==> config.mk <==
export PLATFORM = sky130hd
export DESIGN_NAME = alu_addr_seq
export DESIGN_NICKNAME = d
export VERILOG_FILES = /design/src/rtl/alu_addr_seq.sv
export SDC_FILE = /design/constraint.sdc
export NUM_CORES = 1
export LEC_CHECK = 0
export ABC_CLOCK_PERIOD_IN_PS = 1700
export BUFFER_PORTS_ARGS = -buffer_cell sky130_fd_sc_hd__buf_2
export CORE_MARGIN = 2
export CORE_UTILIZATION = 42
export DETAILED_ROUTE_END_ITERATION = 12
export GPL_ROUTABILITY_DRIVEN = 0
export PLACE_DENSITY = 0.69
export SKIP_CTS_REPAIR_TIMING = 1
export SYNTH_ARGS = -nofsm -noshare
export SYNTH_HDL_FRONTEND = slang
export SYNTH_SLANG_ARGS = --single-unit
==> constraint.sdc <==
create_clock -name clk -period 1.7 [get_ports clk]
set_input_delay 0.085 -clock clk [delete_from_list [all_inputs] [get_ports clk]]
set_output_delay 0.085 -clock clk [all_outputs]
set_load 0.03 [all_outputs]
==> src/rtl/alu_addr_seq.sv <==
// -----------------------------------------------------------------------------
// alu_addr_seq
//
// Micro-sequencer for the 6502 ALU and its adder hold register. Accepts one
// operation at a time over a valid/ready handshake and steps the ALU and the
// hold-register bus enables through it cycle by cycle:
//   IDX_READ / IDX_WRITE : indexed effective address, with high-byte fixup
//                          when the low-byte add carries (page cross)
//   LSR / ROR            : one-bit shift right through the ALU shift path
//
// Ports
//   clk, reset                 rising-edge clock, synchronous active-high reset
//   req_valid/req_ready        request handshake
//   req_op/base/index/cin      operation and its operands
//   alu_a/alu_b/alu_cin/alu_sr ALU operand and function controls
//   alu_out/alu_cout           ALU result (combinational, same cycle)
//   add_load                   hold-register load strobe
//   add_adl_en/sb06_en/sb7_en  hold-register bus enables
//   addr/addr_valid/addr_dummy generated address and its qualifiers
//   res_valid/data/cout        shift result pulse
//
// Parameter
//   DUMMY_ON_WRITE  1: an indexed write always issues the pre-fixup address
//                      cycle, even without a page cross.
// -----------------------------------------------------------------------------
module alu_addr_seq #(
    parameter bit DUMMY_ON_WRITE = 1'b1
) (
    input  logic        clk,
    input  logic        reset,
    input  logic        req_valid,
    output logic        req_ready,
    input  logic [1:0]  req_op,
    input  logic [15:0] req_base,
    input  logic [7:0]  req_index,
    input  logic        req_cin,
    output logic [7:0]  alu_a,
    output logic [7:0]  alu_b,
    output logic        alu_cin,
    output logic        alu_sr,
    input  logic [7:0]  alu_out,
    input  logic        alu_cout,
    output logic        add_load,
    output logic        add_adl_en,
    output logic        add_sb06_en,
    output logic        add_sb7_en,
    output logic [15:0] addr,
    output logic        addr_valid,
    output logic        addr_dummy,
    output logic        res_valid,
    output logic [7:0]  res_data,
    output logic        res_cout
);

    typedef enum logic [1:0] {
        OP_IDX_READ  = 2'b00,
        OP_IDX_WRITE = 2'b01,
        OP_LSR       = 2'b10,
        OP_ROR       = 2'b11
    } op_e;

    typedef enum logic [2:0] {
        S_IDLE,
        S_ADD_LO,
        S_ADDR_LO,
        S_FIX_HI,
        S_ADDR_FIN,
        S_SHIFT,
        S_SHIFT_OUT
    } state_e;

    state_e      state_q, state_d;
    op_e         op_q, op_d;
    logic [15:0] base_q, base_d;
    logic [7:0]  index_q, index_d;
    logic        cin_q, cin_d;
    logic [7:0]  sum_lo_q, sum_lo_d;
    logic        pc_q, pc_d;          // carry out of the low-byte add
    logic [7:0]  hi_q, hi_d;          // fixed-up high byte
    logic [6:0]  r_q, r_d;            // shift result; bit 7 comes from the controller
    logic        res_cout_q, res_cout_d;

    logic        needs_fix;
    logic        is_ror;

    // A write may be forced through the dummy cycle even when no page is crossed.
    assign needs_fix = pc_q || ((op_q == OP_IDX_WRITE) && DUMMY_ON_WRITE);
    assign is_ror    = (op_q == OP_ROR);

    // NOTE: state registers use non-blocking assignments so every flop samples
    // the pre-edge value of every other flop, regardless of statement order.
    always_ff @(posedge clk) begin
        if (reset) begin
            state_q    <= S_IDLE;
            op_q       <= OP_IDX_READ;
            base_q     <= '0;
            index_q    <= '0;
            cin_q      <= 1'b0;
            sum_lo_q   <= '0;
            pc_q       <= 1'b0;
            hi_q       <= '0;
            r_q        <= '0;
            res_cout_q <= 1'b0;
        end else begin
            state_q    <= state_d;
            op_q       <= op_d;
            base_q     <= base_d;
            index_q    <= index_d;
            cin_q      <= cin_d;
            sum_lo_q   <= sum_lo_d;
            pc_q       <= pc_d;
            hi_q       <= hi_d;
            r_q        <= r_d;
            res_cout_q <= res_cout_d;
        end
    end

    // Next-state and datapath-register logic.
    // NOTE: every signal written here gets a default first; a path that left
    // one unassigned would infer a latch.
    always_comb begin
        state_d    = state_q;
        op_d       = op_q;
        base_d     = base_q;
        index_d    = index_q;
        cin_d      = cin_q;
        sum_lo_d   = sum_lo_q;
        pc_d       = pc_q;
        hi_d       = hi_q;
        r_d        = r_q;
        res_cout_d = res_cout_q;

        case (state_q)
            S_IDLE: begin
                if (req_valid) begin
                    op_d    = op_e'(req_op);
                    base_d  = req_base;
                    index_d = req_index;
                    cin_d   = req_cin;
                    state_d = req_op[1] ? S_SHIFT : S_ADD_LO;
                end
            end
            S_ADD_LO: begin
                sum_lo_d = alu_out;
                pc_d     = alu_cout;
                state_d  = S_ADDR_LO;
            end
            S_ADDR_LO: begin
                state_d = needs_fix ? S_FIX_HI : S_IDLE;
            end
            S_FIX_HI: begin
                // Carry out of the high byte is dropped: FF wraps to 00.
                hi_d    = alu_out;
                state_d = S_ADDR_FIN;
            end
            S_ADDR_FIN: begin
                state_d = S_IDLE;
            end
            S_SHIFT: begin
                r_d        = alu_out[6:0];
                res_cout_d = base_q[0];
                state_d    = S_SHIFT_OUT;
            end
            S_SHIFT_OUT: begin
                state_d = S_IDLE;
            end
            default: begin
                state_d = S_IDLE;
            end
        endcase
    end

    // Output decode from state and latched request.
    always_comb begin
        req_ready   = 1'b0;
        alu_a       = '0;
        alu_b       = '0;
        alu_cin     = 1'b0;
        alu_sr      = 1'b0;
        add_load    = 1'b0;
        add_adl_en  = 1'b0;
        add_sb06_en = 1'b0;
        add_sb7_en  = 1'b0;
        addr        = '0;
        addr_valid  = 1'b0;
        addr_dummy  = 1'b0;
        res_valid   = 1'b0;
        res_data    = '0;
        res_cout    = 1'b0;

        case (state_q)
            S_IDLE: begin
                req_ready = 1'b1;
            end
            S_ADD_LO: begin
                alu_a    = base_q[7:0];
                alu_b    = index_q;
                add_load = 1'b1;
            end
            S_ADDR_LO: begin
                add_adl_en = 1'b1;
                addr       = {base_q[15:8], sum_lo_q};
                addr_valid = 1'b1;
                addr_dummy = needs_fix;
            end
            S_FIX_HI: begin
                alu_a    = base_q[15:8];
                alu_cin  = pc_q;
                add_load = 1'b1;
            end
            S_ADDR_FIN: begin
                addr       = {hi_q, sum_lo_q};
                addr_valid = 1'b1;
            end
            S_SHIFT: begin
                alu_sr   = 1'b1;
                alu_a    = base_q[7:0];
                alu_cin  = is_ror ? cin_q : 1'b0;
                add_load = 1'b1;
            end
            S_SHIFT_OUT: begin
                // LSR forces bit 7 to zero and leaves SB7 undriven.
                add_sb06_en = 1'b1;
                add_sb7_en  = is_ror;
                res_valid   = 1'b1;
                res_data    = {is_ror ? cin_q : 1'b0, r_q};
                res_cout    = res_cout_q;
            end
            default: begin
            end
        endcase
    end

endmodule
==> reports/summary.txt, run 1 <==
largest net degree at the start of global routing = 32
power per cell area = 828 mW/mm^2
top cell type's share of synthesized area = 44.1%
Final min period = 1.63 ns
placed cell count = 489
Hold WC Path Type = input pin to flip-flop
grt total ovfl = 0
post-synthesis cell count = 332
Final Slew Violations = 0
complex-gate fraction of the synthesized area = 16.2%
Yosys cell types = 33
Synth area leader = dfxtp_1
CP max FO = 8
Core Util, Final = 54.6%
layout cell share with drive strength beyond 1 = 29.7%
Critical Path AT = 1.55 ns
period utilization = 96.1%
register share of total power = 53.9%
Syn-to-layout area delta = 27.1%
reg2reg start = state_q[2]
Syn Nets = 371
row count = 28
height of the die = 81.1 um
clock sink total = 55
ANT cells = 0
# IOs = 90
status = complete, but fails checks
Non-Filler Instances = 499
dpl cell area = 0.00302 mm^2
Final setup violation count = 0
Residual DRC = 0
H-tree depth = 2
hold path endpoint = index_q[1]
commonest non-fill, non-tap cell in the layout = nand2_1
failing checks = negative hold slack
NetSw = 0.000769 W
Layout Skew = 0.00667 ns
FF-to-FF setup slack = 0.24 ns
Max rail drop VDD = 0.000436 V
GRT Resource Usage Total = 19.4%
worst hold stages = 3
slew margin rel. = 61.2%
vias in the first global route = 2,074
Avg Cell Area, Syn = 7.52 um^2
Routed WL = 6390 um
Ys Warns = 0
chip width = 81.1 um
MaxCap Viol Count = 0
power share of the clock group = 26.7%
f_max = 612 MHz
initial antenna violation count = 0
setup slack at placement = 0.130 ns
post-synthesis xor/xnor area fraction = 0%
multiplexer area fraction after synthesis = 0%
combinational share of power = 19.3%
sequential-to-total area share from yosys stat = 44.1%
critical path's slowest cell = dfxtp_4
TritonCTS clock tree = built
Starting Density = 42.9%
main combinational cell family by area after synthesis = simple AND/OR/NAND/NOR gates
final hold violation count = 3
sw frac = 29.3%
depth of the most critical reg-to-reg path = 4
Iter 0 DRT Violations = 96
I/O Buffers = 89
ranking of synthesized cells by area = dfxtp_1, nand2_1, a21oi_1
DRT Pass-1 Iters = 4
post-route setup slack = 0.0670 ns
commonest non-fill, non-tap cells in the layout = nand2_1, buf_2, a21oi_1, dfxtp_1, and2_1
Tightest Pin Transition = 0.582 ns
worst-case clock buffer depth = 2
CTS buffer count = 5
area of the die = 0.00658 mm^2
HPWL Detailed = 4700 um
clock latency on the worst-skew pair = 0.31 ns
FF-to-FF End = base_q[1]
P_int = 0.00186 W
first-pass GRT wire length = 9790 um
hold_sp = req_index[1]
#FFs+latches synth = 55
nets = 462
Syn Std Cell Area = 0.00250 mm^2
critical path capture point type = output port
Synth Area in Adders = 0%
CP cell instances = nor2b_4, buf_4, nand2_1, a21oi_1, buf_2
vias = 2,408
Final Instance Area = 0.00317 mm^2
core area = 0.00582 mm^2
Simple-Gate Fraction of Synth Area = 33.6%
Fin Hold WS = -0.00183 ns
Vias/cell = 4.83
Final ANT Viol Nets = 0
final total power = 0.00263 W
crit path launch type = flip-flop
CP required = 1.62 ns
CP max stage delay = 0.40 ns
Clk pin slew, worst setup/hold paths = 0.09 ns
worst setup path category = flip-flop to output port
wire per inst = 12.8 um
LEAKAGE = 1.41 nW
root buf cell = clkbuf_8
[metal layers]
layer | up-vias | part of all wire [%] | wire length [um] | global-route usage (%)
met5 | - | 0 | 0 | 0
met2 | 81 | 43 | 2770 | 30.2
met3 | 7 | 7.0 | 446 | 5.00
met1 | 1061 | 49 | 3110 | 26.8
met4 | 0 | 1.0 | 66 | 5.08
li1 | 1259 | - | - | -
[cell type report]
class,count,area [um^2]
Clock inverter,1,5.00
Sequential cell,55,1110
Fill cell,595,2640
Clock buffer,7,76.3
Inverter,2,11.3
Timing Repair Buffer,106,586
Multi-Input combinational cell,253,1290
Tap cell,75,93.8
[per-stage QoR]
step | hold slack [ns] | TNS (ns)
2_1_floorplan | 0.221 | 0
3_3_place_gp | 0.326 | 0
3_5_place_dp | 0.330 | 0
4_1_cts | -0.00608 | -5.03
5_1_grt | 0.00125 | -0.00954
6_report | -0.00183 | 0
[worst max path at each step]
stage                    start    endpoint  slack [ns]  depth (start not counted)
floorplan           state_q[0]    alu_a[0]        0.05                          3
global placement    state_q[2]    addr[10]        0.18                          5
detailed placement  state_q[1]     addr[7]        0.13                          4
CTS                 state_q[1]     addr[7]       -0.23                          4
global route        state_q[1]  add_sb7_en       -0.01                          4
finish              state_q[2]    addr[11]        0.07                          5
[cell usage after synthesis]
master / number
a21boi_0: 8
a21oi_1: 63
a221oi_1: 1
and2_1: 25
and2b_1: 1
and3_1: 1
and3b_1: 1
buf_2: 4
buf_4: 6
buf_6: 1
buf_8: 2
clkbuf_1: 9
clkbuf_2: 1
clkinv_1: 1
dfxtp_1: 55
inv_1: 1
nand2_1: 121
nand2_2: 1
nand2b_1: 9
nand3_1: 2
nand3b_1: 1
nand3b_2: 1
nor2_1: 4
nor2b_1: 2
nor3_1: 2
nor3b_1: 1
nor3b_4: 1
nor4b_4: 1
o21ai_0: 2
o21ba_2: 1
or3b_2: 1
or4_1: 1
or4b_1: 1
[sequential cells by signal, indices dropped and copies added (netlist names)]
signal      count
r_q             7
state_q         3
base_q         16
hi_q            8
index_q         8
op_q            2
pc_q            1
res_cout_q      1
sum_lo_q        8
cin_q           1
[power by group through the flow]
stage | Combinational (W) | Clock, W | Sequential [W]
6_report | 0.000508 | 0.000702 | 0.00142
2_1_floorplan | 0.000358 | 0 | 0.00143
4_1_cts | 0.000495 | 0.000722 | 0.00141
5_1_grt | 0.000561 | 0.000766 | 0.00143
3_3_place_gp | 0.000489 | 0 | 0.00144
3_5_place_dp | 0.000494 | 0 | 0.00145
[critical path: cells and delay by family (launching register included)]
kind	cells	cell delay [ns]
buf+inv	2	0.39
compound gates	1	0.20
simple gates	2	0.25
flops	1	0.40
[cells by family after synthesis]
| family | after synthesis |
|---|---|
| buffers and inverters | 25 |
| DFF | 55 |
| AOI/OAI and AO/OA | 75 |
| and+or+nand+nor | 177 |
Power figures use the tool's default switching activity.
==> run 2: changes to the inputs <==
--- a/config.mk
+++ b/config.mk
@@ -5,10 +5,11 @@
 export SDC_FILE = /design/constraint.sdc
 export NUM_CORES = 1
 export LEC_CHECK = 0
-export ABC_CLOCK_PERIOD_IN_PS = 1700
+export ABC_CLOCK_PERIOD_IN_PS = 1900
 export BUFFER_PORTS_ARGS = -buffer_cell sky130_fd_sc_hd__buf_2
-export CORE_MARGIN = 2
+export CORE_MARGIN = 4
 export CORE_UTILIZATION = 42
+export CTS_CLUSTER_SIZE = 28
 export DETAILED_ROUTE_END_ITERATION = 12
 export GPL_ROUTABILITY_DRIVEN = 0
 export PLACE_DENSITY = 0.69
==> constraint.sdc (replaced) <==
create_clock -name clk -period 1.9 [get_ports clk]
set_input_delay 0.095 -clock clk [delete_from_list [all_inputs] [get_ports clk]]
set_output_delay 0.095 -clock clk [all_outputs]
set_load 0.03 [all_outputs]
==> run 2 against run 1 <==
The flow now finishes without violations; sequential power is 11% lower; critical path depth is 1 lower; first-iteration DRC count decreased by 7.3%; critical path type unchanged; combinational power decreased by 16%; clock skew about the same; largest power group unchanged.
==> reports/summary.txt, run 2 (synthesis gave the netlist of run 1 again) <==
Residual DRC = 0
Final Slew Violations = 0
# IOs = 90
Final Instance Area = 0.00310 mm^2
Vias/cell = 4.90
worst-case clock buffer depth = 2
commonest non-fill, non-tap cells in the layout = nand2_1, buf_2, a21oi_1, dfxtp_1, and2_1
MaxCap Viol Count = 0
height of the die = 85.1 um
ANT cells = 0
CP max stage delay = 0.45 ns
layout cell share with drive strength beyond 1 = 29.0%
nets = 459
crit path launch type = flip-flop
Final ANT Viol Nets = 0
largest net degree at the start of global routing = 40
commonest non-fill, non-tap cell in the layout = nand2_1
HPWL Detailed = 4780 um
CP max FO = 11
Iter 0 DRT Violations = 89
grt total ovfl = 0
Clk pin slew, worst setup/hold paths = 0.09 ns
f_max = 556 MHz
TritonCTS clock tree = built
final hold violation count = 0
core area = 0.00564 mm^2
CP cell instances = and2b_2, o21ba_2, and2_1, buf_2
Layout Skew = 0.00682 ns
worst setup path category = flip-flop to output port
Final setup violation count = 0
critical path's slowest cell = dfxtp_2
dpl cell area = 0.00300 mm^2
vias in the first global route = 2,240
root buf cell = clkbuf_8
Max rail drop VDD = 0.000449 V
Starting Density = 44.2%
I/O Buffers = 89
RSZ-0062 raised after global routing = no
chip width = 85.1 um
H-tree depth = 2
CP required = 1.80 ns
area of the die = 0.00724 mm^2
initial antenna violation count = 0
clock latency on the worst-skew pair = 0.30 ns
placed cell count = 485
filler cell count = 573
power per cell area = 755 mW/mm^2
first-pass GRT wire length = 10,300 um
Core Util, Final = 54.9%
clock sink total = 55
Critical Path AT = 1.71 ns
Routed WL = 6270 um
Tightest Pin Transition = 0.701 ns
Syn-to-layout area delta = 24.1%
Hold WC Path Type = input pin to flip-flop
Final min period = 1.80 ns
critical path capture point type = output port
slew margin rel. = 53.3%
CTS buffer count = 5
DRT Pass-1 Iters = 4
vias = 2,411
status = complete, no violations
wire per inst = 12.7 um
Non-Filler Instances = 492
post-route setup TNS = 0 ns
largest register by flop count = base_q
LEAKAGE = 1.37 nW
max reg flops = 16
period utilization = 94.7%
GRT Resource Usage Total = 17.4%
row count = 27
run 2: changes by cell type in the layout (fill, tap and decap cells not counted), sizes merged:
cell,delta
clkinvlp,-1
clkinv,+1
and2b,-1
clkbuf,-3
buf,+1
dlygate4sd3,-1
run 2: area by class of cell:
cell class              instances  area [um^2]  area share (%)
repair buffers                104          558            18.0
clock inverters                 1         5.00           0.162
well taps                      72         90.1            2.91
clock buffers                   6         82.6            2.67
flip-flops and latches         55         1100            35.7
multi-input cells             252         1250            40.3
inverters                       2         7.51           0.242
run 2: critical path, delay by kind of cell (launching register included):
family,cells,cell delay [ns]
simple gates,2,0.49
flops,1,0.45
compound gates,1,0.29
buf+inv,1,0.17
run 2: routing by layer:
metal,track usage [%],vias to the layer above,share of wire (%)
met5,0,-,0
met1,22.6,1078,45
li1,-,1246,-
met2,27.6,76,46
met3,4.66,11,7.9
met4,6.04,0,1.8
run 2: path summary, 6_finish.rpt:
path | startpoint | endpoint | slack, ns | depth (start not counted)
setup / recovery | state_q[2] | addr[4] | 0.1 | 4
setup reg to reg | state_q[2] | base_q[1] | 0.44 | 4
hold / removal | req_base[7] | base_q[7] | 0.02 | 3
hold reg to reg | r_q[3] | r_q[3] | 0.45 | 2
run 2: metrics by stage:
step                hold WS, ns  setup slack [ns]  power (W)
floorplan                 0.231            0.0831    0.00160
global route             0.0107            0.0146    0.00246
detailed placement        0.340             0.277    0.00173
CTS                     0.00457           -0.0762    0.00236
finish                   0.0161            0.0999    0.00234
global placement          0.336             0.326    0.00172
run 2: where the power goes:
part	internal (W)	leakage (nW)	total, W	switching, W
combinational	0.000167	0.872	0.000428	0.000261
sequential	0.00122	0.449	0.00127	0.0000455
clock	0.000287	0.0470	0.000644	0.000357
total	0.00168	1.37	0.00234	0.000664
==> run 3: changes to the inputs <==
--- a/config.mk
+++ b/config.mk
@@ -7,11 +7,13 @@
 export LEC_CHECK = 0
 export ABC_CLOCK_PERIOD_IN_PS = 1900
 export BUFFER_PORTS_ARGS = -buffer_cell sky130_fd_sc_hd__buf_2
+export CORE_ASPECT_RATIO = 1.2
 export CORE_MARGIN = 4
 export CORE_UTILIZATION = 42
 export CTS_CLUSTER_SIZE = 28
 export DETAILED_ROUTE_END_ITERATION = 12
 export GPL_ROUTABILITY_DRIVEN = 0
+export HOLD_SLACK_MARGIN = 0.05
 export PLACE_DENSITY = 0.69
 export SKIP_CTS_REPAIR_TIMING = 1
 export SYNTH_ARGS = -nofsm -noshare
==> run 3 against run 2 <==
First-iteration DRC count increased by 79%; via count is 4.6% higher; die area about the same; routed wire length is 9.3% higher; register-to-register slack lost 0.05 ns; maximum frequency is 0.43% higher; critical path type unchanged; critical endpoint is now alu_a[7].
==> reports/summary.txt, run 3 (synthesis gave the netlist of run 1 again) <==
status = complete, no violations
FF-to-FF End = base_q[6]
CP required = 1.80 ns
largest net degree at the start of global routing = 32
commonest non-fill, non-tap cells in the layout = nand2_1, buf_2, a21oi_1, dfxtp_1, dlygate4sd3_1
Non-Filler Instances = 526
CTS buffer count = 5
chip width = 78.4 um
core area = 0.00571 mm^2
f_max = 558 MHz
Routed WL = 6860 um
placed cell count = 490
Starting Density = 43.8%
post-route setup slack = 0.108 ns
FF-to-FF setup slack = 0.39 ns
worst setup path category = flip-flop to output port
wire per inst = 13.0 um
Residual DRC = 0
largest register by flop count = base_q
H-tree depth = 2
Iter 0 DRT Violations = 159
Syn-to-layout area delta = 35.9%
max reg flops = 16
LEAKAGE = 1.49 nW
Layout Skew = 0.00265 ns
TritonCTS clock tree = built
CP max stage delay = 0.46 ns
Final ANT Viol Nets = 0
final total power = 0.00254 W
dpl cell area = 0.00299 mm^2
Clk pin slew, worst setup/hold paths = 0.09 ns
# IOs = 90
Hold WC Path Type = input pin to flip-flop
height of the die = 92.5 um
Critical Path AT = 1.70 ns
row count = 30
Final min period = 1.79 ns
worst-case clock buffer depth = 2
filler cell count = 572
setup slack at placement = 0.244 ns
DRT Pass-1 Iters = 4
MaxCap Viol Count = 0
Final Instance Area = 0.00339 mm^2
Final Slew Violations = 0
slew margin rel. = 63.5%
final hold violation count = 0
I/O Buffers = 89
nets = 484
first-pass GRT wire length = 10,300 um
critical path capture point type = output port
ANT cells = 0
critical path's slowest cell = dfxtp_2
Vias/cell = 4.80
clock sink total = 55
depth of the most critical reg-to-reg path = 5
initial antenna violation count = 0
CP max FO = 16
area of the die = 0.00725 mm^2
grt total ovfl = 0
commonest non-fill, non-tap cell in the layout = nand2_1
reg2reg start = state_q[0]
vias = 2,523
vias in the first global route = 2,058
Tightest Pin Transition = 0.548 ns
Final setup violation count = 0
HPWL Detailed = 4960 um
crit path launch type = flip-flop
GRT Resource Usage Total = 17.8%
Max rail drop VDD = 0.000440 V
Setup crit start = state_q[1]
Setup crit end = alu_a[7]
layout cell share with drive strength beyond 1 = 26.5%
power per cell area = 747 mW/mm^2
CP cell instances = and2b_2, nand2_1, a21boi_0, buf_2
period utilization = 94.3%
clock latency on the worst-skew pair = 0.30 ns
root buf cell = clkbuf_8
run 3: worst max-delay path: cells and delay by family, from the launching register on:
family	cells	cell delay, ns
AO/OA/AOI/OAI	1	0.28
buffers and inverters	1	0.26
flip-flops	1	0.46
AND/OR/NAND/NOR	2	0.38
run 3: metal layers:
metal | up-vias | GRT usage (%) | part of all wire (%)
met3 | 7 | 4.47 | 7.8
li1 | 1301 | - | -
met5 | - | 0 | 0
met2 | 88 | 28.0 | 47
met1 | 1127 | 24.5 | 45
met4 | 0 | 4.37 | 0.99
run 3: layout make-up:
type                    count  area, um^2  area share (%)
clock buffers               6        82.6            2.43
clock inverters             2        35.0            1.03
inverters                   2        7.51           0.221
multi-input cells         252        1250            36.8
flip-flops and latches     55        1100            32.5
well taps                  80         100            2.95
repair buffers            129         816            24.1
run 3: metrics by stage:
step	utilization, %	hold slack, ns	TNS [ns]
after floorplan	-	0.231	0
after global placement	52.4	0.337	0
after detailed placement	52.4	0.341	0
after CTS	54.5	0.00697	-0.935
after global routing	59.5	0.0537	-0.000699
final	59.5	0.0530	0
run 3: where the power goes:
group	total (W)	switching (W)	internal, W
combinational	0.000474	0.000276	0.000198
clock	0.000791	0.000365	0.000427
sequential	0.00127	0.0000487	0.00122
total	0.00254	0.000689	0.00185
run 3: worst min path at each step:
stage | startpoint | end | slack (ns) | depth (start not counted)
after global routing | alu_out[0] | r_q[0] | 0.05 | 3
after floorplan | req_op[1] | op_q[1] | 0.23 | 2
after CTS | req_base[12] | base_q[12] | 0.007 | 3
final | req_op[1] | op_q[1] | 0.05 | 3
after global placement | req_index[5] | index_q[5] | 0.34 | 3
after detailed placement | req_base[12] | base_q[12] | 0.34 | 3
